===== config.mk =====
export PLATFORM = sky130hd
export DESIGN_NAME = restoring_div_ctrl
export DESIGN_NICKNAME = d
export VERILOG_FILES = /design/src/rtl/restoring_div_ctrl.sv
export SDC_FILE = /design/constraint.sdc
export NUM_CORES = 1
export LEC_CHECK = 0
export ABC_AREA = 0
export CAP_MARGIN = 20
export CORE_MARGIN = 2
export CORE_UTILIZATION = 57
export CTS_CLUSTER_SIZE = 16
export DETAILED_ROUTE_END_ITERATION = 6
export GPL_TIMING_DRIVEN = 1
export PLACE_DENSITY = 0.91
export SETUP_SLACK_MARGIN = 0.2
export SLEW_MARGIN = 10
export SYNTH_ARGS = -nofsm -noshare
export SYNTH_HDL_FRONTEND = slang
export SYNTH_HIERARCHICAL = 1
export SYNTH_SLANG_ARGS = --single-unit

===== constraint.sdc =====
create_clock -name clk -period 11.3 [get_ports clk]
set_clock_uncertainty 0.2 [all_clocks]
set_input_delay 2.26 -clock clk [delete_from_list [all_inputs] [get_ports clk]]
set_output_delay 2.26 -clock clk [all_outputs]
set_load 0.005 [all_outputs]

===== src/rtl/restoring_div_ctrl.sv =====
// 8-bit unsigned restoring divider controller: one trial subtraction per clock,
// start/done handshake, registered quotient/remainder/div-by-zero results.

module cla_adder8 (
    input  logic [7:0] a_i,
    input  logic [7:0] b_i,
    input  logic       c0_i,
    output logic [7:0] s_o,
    output logic       cout_o
);
    logic [7:0] g;
    logic [7:0] p;
    logic [8:0] c;

    assign g = a_i & b_i;
    assign p = a_i ^ b_i;

    always_comb begin
        c[0] = c0_i;
        for (int i = 0; i < 8; i++) begin
            c[i+1] = g[i] | (p[i] & c[i]);
        end
    end

    assign s_o    = p ^ c[7:0];
    assign cout_o = c[8];
endmodule

module restoring_div_ctrl #(
    parameter logic [7:0] DIV0_QUOT = 8'hFF
) (
    input  logic       clk,
    input  logic       rst,
    input  logic       start,
    input  logic [7:0] dividend,
    input  logic [7:0] divisor,
    output logic       ready,
    output logic       busy,
    output logic       done,
    output logic [7:0] quotient,
    output logic [7:0] remainder,
    output logic       div_by_zero
);
    typedef enum logic [1:0] {IDLE, RUN, DONE} state_t;

    state_t     state_q, state_d;
    logic [7:0] rem_q, rem_d;
    logic [7:0] quo_q, quo_d;
    logic [7:0] dvs_q, dvs_d;
    logic [2:0] cnt_q, cnt_d;
    logic [7:0] quotient_q, quotient_d;
    logic [7:0] remainder_q, remainder_d;
    logic       dbz_q, dbz_d;

    logic [8:0] shifted;
    logic [7:0] diff;
    logic       cout;
    logic       ge;

    // Trial subtraction: shifted remainder minus divisor as A + ~D + 1.
    assign shifted = {rem_q, quo_q[7]};
    cla_adder8 u_adder (
        .a_i    (shifted[7:0]),
        .b_i    (~dvs_q),
        .c0_i   (1'b1),
        .s_o    (diff),
        .cout_o (cout)
    );
    // A set 9th bit means the shifted remainder already exceeds any 8-bit divisor.
    assign ge = shifted[8] | cout;

    always_comb begin
        // NOTE: every next-state signal defaults to its current value first, so no path can infer a latch.
        state_d     = state_q;
        rem_d       = rem_q;
        quo_d       = quo_q;
        dvs_d       = dvs_q;
        cnt_d       = cnt_q;
        quotient_d  = quotient_q;
        remainder_d = remainder_q;
        dbz_d       = dbz_q;
        case (state_q)
            IDLE: begin
                if (start) begin
                    dvs_d = divisor;
                    quo_d = dividend;
                    rem_d = 8'd0;
                    cnt_d = 3'd0;
                    if (divisor == 8'd0) begin
                        state_d     = DONE;
                        quotient_d  = DIV0_QUOT;
                        remainder_d = dividend;
                        dbz_d       = 1'b1;
                    end else begin
                        state_d = RUN;
                    end
                end
            end
            RUN: begin
                if (ge) begin
                    rem_d = diff;
                    quo_d = {quo_q[6:0], 1'b1};
                end else begin
                    rem_d = shifted[7:0];
                    quo_d = {quo_q[6:0], 1'b0};
                end
                cnt_d = cnt_q + 3'd1;
                if (cnt_q == 3'd7) begin
                    state_d     = DONE;
                    quotient_d  = quo_d;
                    remainder_d = rem_d;
                    dbz_d       = 1'b0;
                end
            end
            DONE:    state_d = IDLE;
            default: state_d = IDLE;
        endcase
    end

    // NOTE: state registers use non-blocking assignments so every flop samples pre-edge values.
    always_ff @(posedge clk or posedge rst) begin
        if (rst) begin
            state_q     <= IDLE;
            rem_q       <= 8'd0;
            quo_q       <= 8'd0;
            dvs_q       <= 8'd0;
            cnt_q       <= 3'd0;
            quotient_q  <= 8'd0;
            remainder_q <= 8'd0;
            dbz_q       <= 1'b0;
        end else begin
            state_q     <= state_d;
            rem_q       <= rem_d;
            quo_q       <= quo_d;
            dvs_q       <= dvs_d;
            cnt_q       <= cnt_d;
            quotient_q  <= quotient_d;
            remainder_q <= remainder_d;
            dbz_q       <= dbz_d;
        end
    end

    assign ready       = (state_q == IDLE);
    assign busy        = (state_q == RUN);
    assign done        = (state_q == DONE);
    assign quotient    = quotient_q;
    assign remainder   = remainder_q;
    assign div_by_zero = dbz_q;
endmodule


==> reports/qor.yml, run 1 <==
grt_pass1_wl_mm: 8.53
rows: 23
wl_met1_mm: 2.27
p_leak_nw: 1.35
seqCellArea_sq_um: 1150
firstDrtPassIters: 5
fmax_mhz: 201
ys_types: 33
cts_buffers: 5
tightest_slew_ns: 0.899
chipHeight_um: 68.5
worstSetupPathType: "register to register"
vias: 1883
synth_seq_area_share: 0.486
topRoutingLayerUsed: "met4"
startpoint_type: "register"
reg2regPathDepth: 15
holdWs_ns: 0.281
vias_per_cell: 5.74
nNetsFinal: 306
clock_latency_ns: 0.31
tns_ns: 0
met2_length_mm: 2.53
setup_viol: 0
diodes: 0
powerDensity_nw_per_um2: 317
slew_violations: 0
drc: 0
min_period_over_period: 0.440
routed-wl-met3_um: 318
peakVddDrop_v: 0.000154
drt_iter0_drc: 163
max_slew_margin: 0.400
dieArea_sq_um: 4690
drive_above_1_share: 0.0468
syn_nets: 276
hold_buffers: 0
grt_pass1_vias: 1798
status: "complete, no violations"
yosys.area.top_type: "dfrtp_1"
die_width_um: 68.5
min_path_cells: 1
cts-resized-gates: 0
gp_congestion: 0.866
maxCapViolations: 0
post-route-min-period_ns: 4.97
wl_mm: 5.24
synth_top_area_frac: 0.486
hpwl_mm: 3.48
clock_path_buffers: 2
cp.arrival_ns: 4.97
portBuffers: 38
avgSynthCellArea_sq_um: 9.59
dpl_cell_area_sq_um: 2750
cts_root_buf: "clkbuf_8"
multi_input_area_sq_um: 1020
grt_start_max_net_pins: 47
num-fill-cells: 302
netlist_instances: 247
syn_area_sq_um: 2370
post_cts.repair.setup_buffers: 0
cts_tree: "built"
synth_area_leaders: "dfrtp_1 (49%), fa_1 (6.8%), inv_1 (4.8%), nand2_1 (4.4%), mux2i_1 (3.8%)"
post_drt_wl_per_cell_um: 16.0
core_sq_um: 4000
synth_most_common_cell: "dfrtp_1"
ant_nets: 0
cts.sinks: 46
min_path_type: "register to register"
async_flop_share: 1.00
finalHoldViolCount: 0
end_kind: "register"
overflow: 0
ys.flop_type: "dfrtp_1"
fin_util: 0.723
ys_ff_latch: 46
grtUsageTotal: 0.251
yosysWarnings: 6
synth_edf_count: 0
syn2layout_area_growth_pct: 22.0
critPathMaxFanout: 16
rsz0062_at_grt: "false"
initial_utilization: 0.592
antenna_found_initial: 0
clk_pin_slew_worst_paths_ns: 0.09
stdcell_area_sq_um: 2890
ios: 39
cts_max_level: 2
synth_common_cells: "dfrtp_1 (46), inv_1 (30), nand2_1 (28), o21ai_0 (18), nor2_1 (17)"
critical_path_required_ns: 11.30
stage by stage:
step                power, mW  cells  setup slack [ns]
CTS                     0.910    328              6.34
floorplan               0.611    247              6.99
detailed placement      0.754    320              6.43
finish                  0.915    328              6.33
global placement        0.728    320              6.52
global route            0.993    328              6.01
per-layer routing:
layer,track usage,up-vias
met5,0,-
met4,0.118,0
met3,0.0641,12
met2,0.404,65
met1,0.317,905
li1,-,901
power breakdown:
part           internal [mW]  switching (mW)
logic                  0.208           0.263
registers              0.240          0.0562
clock network         0.0886          0.0587
worst max-delay path: stages, from the launching register on:
cell and delay [ns]:
dfrtp_1 0.43, inv_1 0.10, fa_1 0.17, inv_1 0.05
fa_1 0.37, fa_1 0.39, fa_1 0.40, fa_1 0.39
fa_1 0.39, fa_1 0.37, inv_1 0.10, fa_1 0.19
inv_1 0.15, nor2_1 0.70, a21oi_1 0.18, o21ai_0 0.30
final cells by class:
cell class / instances / area share
Multi-Input combinational cell: 153 / 0.354
Tap cell: 50 / 0.0216
Clock inverter: 3 / 0.0238
Inverter: 30 / 0.0390
Timing Repair Buffer: 41 / 0.139
Sequential cell: 46 / 0.398
Clock buffer: 5 / 0.0238
cells by family (layout without fill, tap and decap cells):
family | Yosys count | count (layout) | synth area share
fa+ha+maj | 10 | 10 | 0.0781
other cells | 1 | 1 | 0.00158
buf+inv | 48 | 79 | 0.0845
simple gates | 64 | 64 | 0.120
compound gates | 69 | 69 | 0.192
flops | 46 | 46 | 0.486
mux | 9 | 9 | 0.0380
state kept, by name (all words and copies together) (netlist names):
name / count
cnt_q: 3
quotient: 8
div_by_zero: 1
quo_q: 8
dvs_q: 8
rem_q: 8
state_q: 2
remainder: 8
layout by cell type (no fill, tap or decap), drive strengths merged:
master / synthesis / final
o311ai: 8 / 8
a211oi: 8 / 8
o21a: 8 / 8
nand3: 10 / 10
or4: 2 / 2
nor3b: 1 / 1
ha: 2 / 2
dfrtp: 46 / 46
nor2b: 1 / 1
o31ai: 8 / 8
bufinv: 0 / 2
o21ai: 18 / 18
or3b: 1 / 1
o22ai: 1 / 1
inv: 30 / 29
a21o: 1 / 1
conb: 1 / 1
a31oi: 8 / 8
nand2: 28 / 28
clkinv: 0 / 2
nand2b: 1 / 1
clkbuf: 14 / 5
buf: 4 / 3
a22oi: 1 / 1
mux2i: 9 / 9
nor2: 17 / 17
a21oi: 7 / 7
clkdlybuf4s50: 0 / 38
fa: 8 / 8
nor3: 2 / 2
nand3b: 1 / 1
o31a: 1 / 1
path summary, 6_finish.rpt:
path | startpoint | end | slack, ns
worst max-delay path | quo_q[7] | rem_q[4] | 6.33
worst min-delay path | div_by_zero | div_by_zero | 0.28
max in group asynchronous | rst | rem_q[0] | 8.32
worst max register to register | quo_q[7] | rem_q[4] | 6.33
worst min register to register | div_by_zero | div_by_zero | 0.28
min in group asynchronous | rst | div_by_zero | 2.20
(Power assumes the default switching activity.)
==> inputs of run 2 (changes only) <==
- CORE_UTILIZATION: 57 -> 48
- PLACE_DENSITY: 0.91 -> 0.82
- clock period: 11.3 -> 4.1 ns (I/O delays scaled with it)
==> run 2 against run 1 <==
  * Via count is 0.27% higher
  * Register-to-register slack worse by 6.2 ns
  * Total power grew to 2.9 times the previous value
  * First-iteration DRC count is 2.5% lower
  * Worst setup slack worse by 6.2 ns
  * Die area is 18% higher
  * Hold slack hardly changed
  * Global-route usage is 5.3 points lower
  * Sequential power grew to 2.7 times the previous value
  * Critical path type unchanged
  * Critical endpoint unchanged
==> reports/qor.yml, run 2 (same netlist as run 1, synthesis figures left out) <==
post_drt_wl_per_cell_um: 14.0  # -13%
core_sq_um: 4750  # +19%
final_common_cell: "dfrtp_1"
tightest_slew_ns: 0.907  # +0.00732 ns
chipHeight_um: 74.3  # +8.4%
maxCapViolations: 0  # unchanged
power_mw: 2.62  # +190%
regToRegSetupSlack_ns: 0.15  # -6.17 ns
slew_violations: 0  # unchanged
cts.sinks: 46  # unchanged
layout_common_cells: "dfrtp_1 (46), clkdlybuf4s50_1 (38), nand2_1 (28), inv_1 (25), o21ai_0 (18)"
status: "complete, no violations"
dieArea_sq_um: 5520  # +18%
cts_max_level: 2  # unchanged
worstSetupPathType: "register to register"
drc: 0  # unchanged
firstDrtPassIters: 4  # -1
rows: 25  # +8.7%
ios: 39  # unchanged
r2r_end: "rem_q[4]"
num-fill-cells: 405  # +34%
initial_utilization: 0.498  # -0.0940
critical_path_required_ns: 4.12  # -7.18 ns
clock_path_buffers: 2  # unchanged
drive_above_1_share: 0.137  # +0.0901
clock_latency_ns: 0.30  # about the same
syn2layout_area_growth_pct: 26.8
worstReg2RegStart: "quo_q[7]"
fmax_mhz: 253  # +26%
dp_cells: 341  # +6.6%
powerDensity_nw_per_um2: 871  # +180%
dpl_cell_area_sq_um: 2860  # +4.0%
cp.arrival_ns: 3.97  # -1.00 ns
antenna_found_initial: 0  # unchanged
die_width_um: 74.3  # +8.4%
setup_viol: 0  # unchanged
wl_mm: 4.92  # -6.2%
stdcell_area_sq_um: 3010  # +4.0%
grt_pass1_vias: 1739  # -3.3%
cts_buffers: 5  # unchanged
ant_nets: 0  # unchanged
cts_root_buf: "clkbuf_8"
p_leak_nw: 1.37  # +1.7%
max_slew_margin: 0.396  # -0.00488
reg2regPathDepth: 17  # +2
grt_start_max_net_pins: 46  # -2.1%
hpwl_mm: 3.50  # +0.44%
portBuffers: 38  # unchanged
min_path_type: "register to register"
grtUsageTotal: 0.199  # -0.0528
peakVddDrop_v: 0.000370  # +140%
vias: 1888  # +0.27%
multi_input_area_sq_um: 1080  # +5.9%
hold_path_startpoint: "div_by_zero"
instances_no_fill: 352  # +7.3%
min_path_cells: 1  # unchanged
seqCellArea_sq_um: 1150  # unchanged
holdWs_ns: 0.281  # -0.0000470 ns
overflow: 0  # unchanged
clk_pin_slew_worst_paths_ns: 0.08  # about the same
tns_ns: 0  # unchanged
end_kind: "register"
nNetsFinal: 313  # +2.3%
cts_tree: "built"
diodes: 0  # unchanged
post-route-min-period_ns: 3.95  # -1.03 ns
rsz0062_at_grt: "true"
vias_per_cell: 5.36  # -6.6%
min_period_over_period: 0.963  # +0.523
whs_endpoint: "div_by_zero"
grt_pass1_wl_mm: 8.34  # -2.3%
finalHoldViolCount: 0  # unchanged
critPathMaxFanout: 11  # -5
drt_iter0_drc: 159  # -2.5%
startpoint_type: "register"
gp_congestion: 0.825  # -4.7%
## run 2: worst max path at each step
stage              from  cells past startpoint            to  slack, ns
3_3_place_gp   quo_q[7]                     15  remainder[2]       0.16
5_1_grt        quo_q[7]                     16  remainder[1]      -0.05
3_5_place_dp   quo_q[7]                     15  remainder[7]       0.08
6_report       quo_q[7]                     17      rem_q[4]       0.15
4_1_cts        quo_q[7]                     15  remainder[7]       0.13
2_1_floorplan  quo_q[7]                     16  remainder[0]       0.17
## run 2: timing repair
| item | 4_1_cts | 5_1_grt |
|---|---|---|
| buffers inserted | 1 | 1 |
| pin swaps | 7 | 3 |
| gates resized for setup | 6 | 0 |
| hold buffers | 0 | 0 |
| setup endpoints to repair | 16 | 18 |
| cloned | 1 | 0 |
## run 2: per-stage QoR
stage / worst slack [ns] / util
after detailed placement: 0.0755 / 0.602
after floorplan: 0.165 / -
after global routing: -0.0479 / 0.632
after global placement: 0.163 / 0.602
final: 0.151 / 0.632
after CTS: 0.130 / 0.631
## run 2: cell type report
class / count / area share
clock inverter: 3 / 0.0133
sequential: 46 / 0.383
timing repair buffer: 48 / 0.154
clock buffer: 5 / 0.0229
multi-input combinational: 153 / 0.361
tap: 67 / 0.0279
inverter: 30 / 0.0383
## run 2: power breakdown
group,internal [mW],total [mW],switching [mW]
Clock,0.179,0.329,0.150
Sequential,0.662,0.812,0.151
Combinational,0.706,1.48,0.769
## run 2: per-layer routing
metal	GRT usage	routed length, um	vias up
li1	-	-	909
met1	0.277	2280	916
met2	0.321	2350	57
met3	0.0407	246	6
met4	0.0516	48	0
met5	0	0	-
## run 2: critical path, stage by stage (launching register included)
cell and delay [ns]:
dfrtp_1 0.40, inv_2 0.06, fa_1 0.17, inv_1 0.05, fa_2 0.33, fa_2 0.35, fa_2 0.35, fa_2 0.34
fa_2 0.34, fa_2 0.34, inv_2 0.06, fa_2 0.21, inv_4 0.07, nor2_4 0.12, buf_4 0.13, buf_4 0.12
a21oi_1 0.06, o21ai_0 0.16
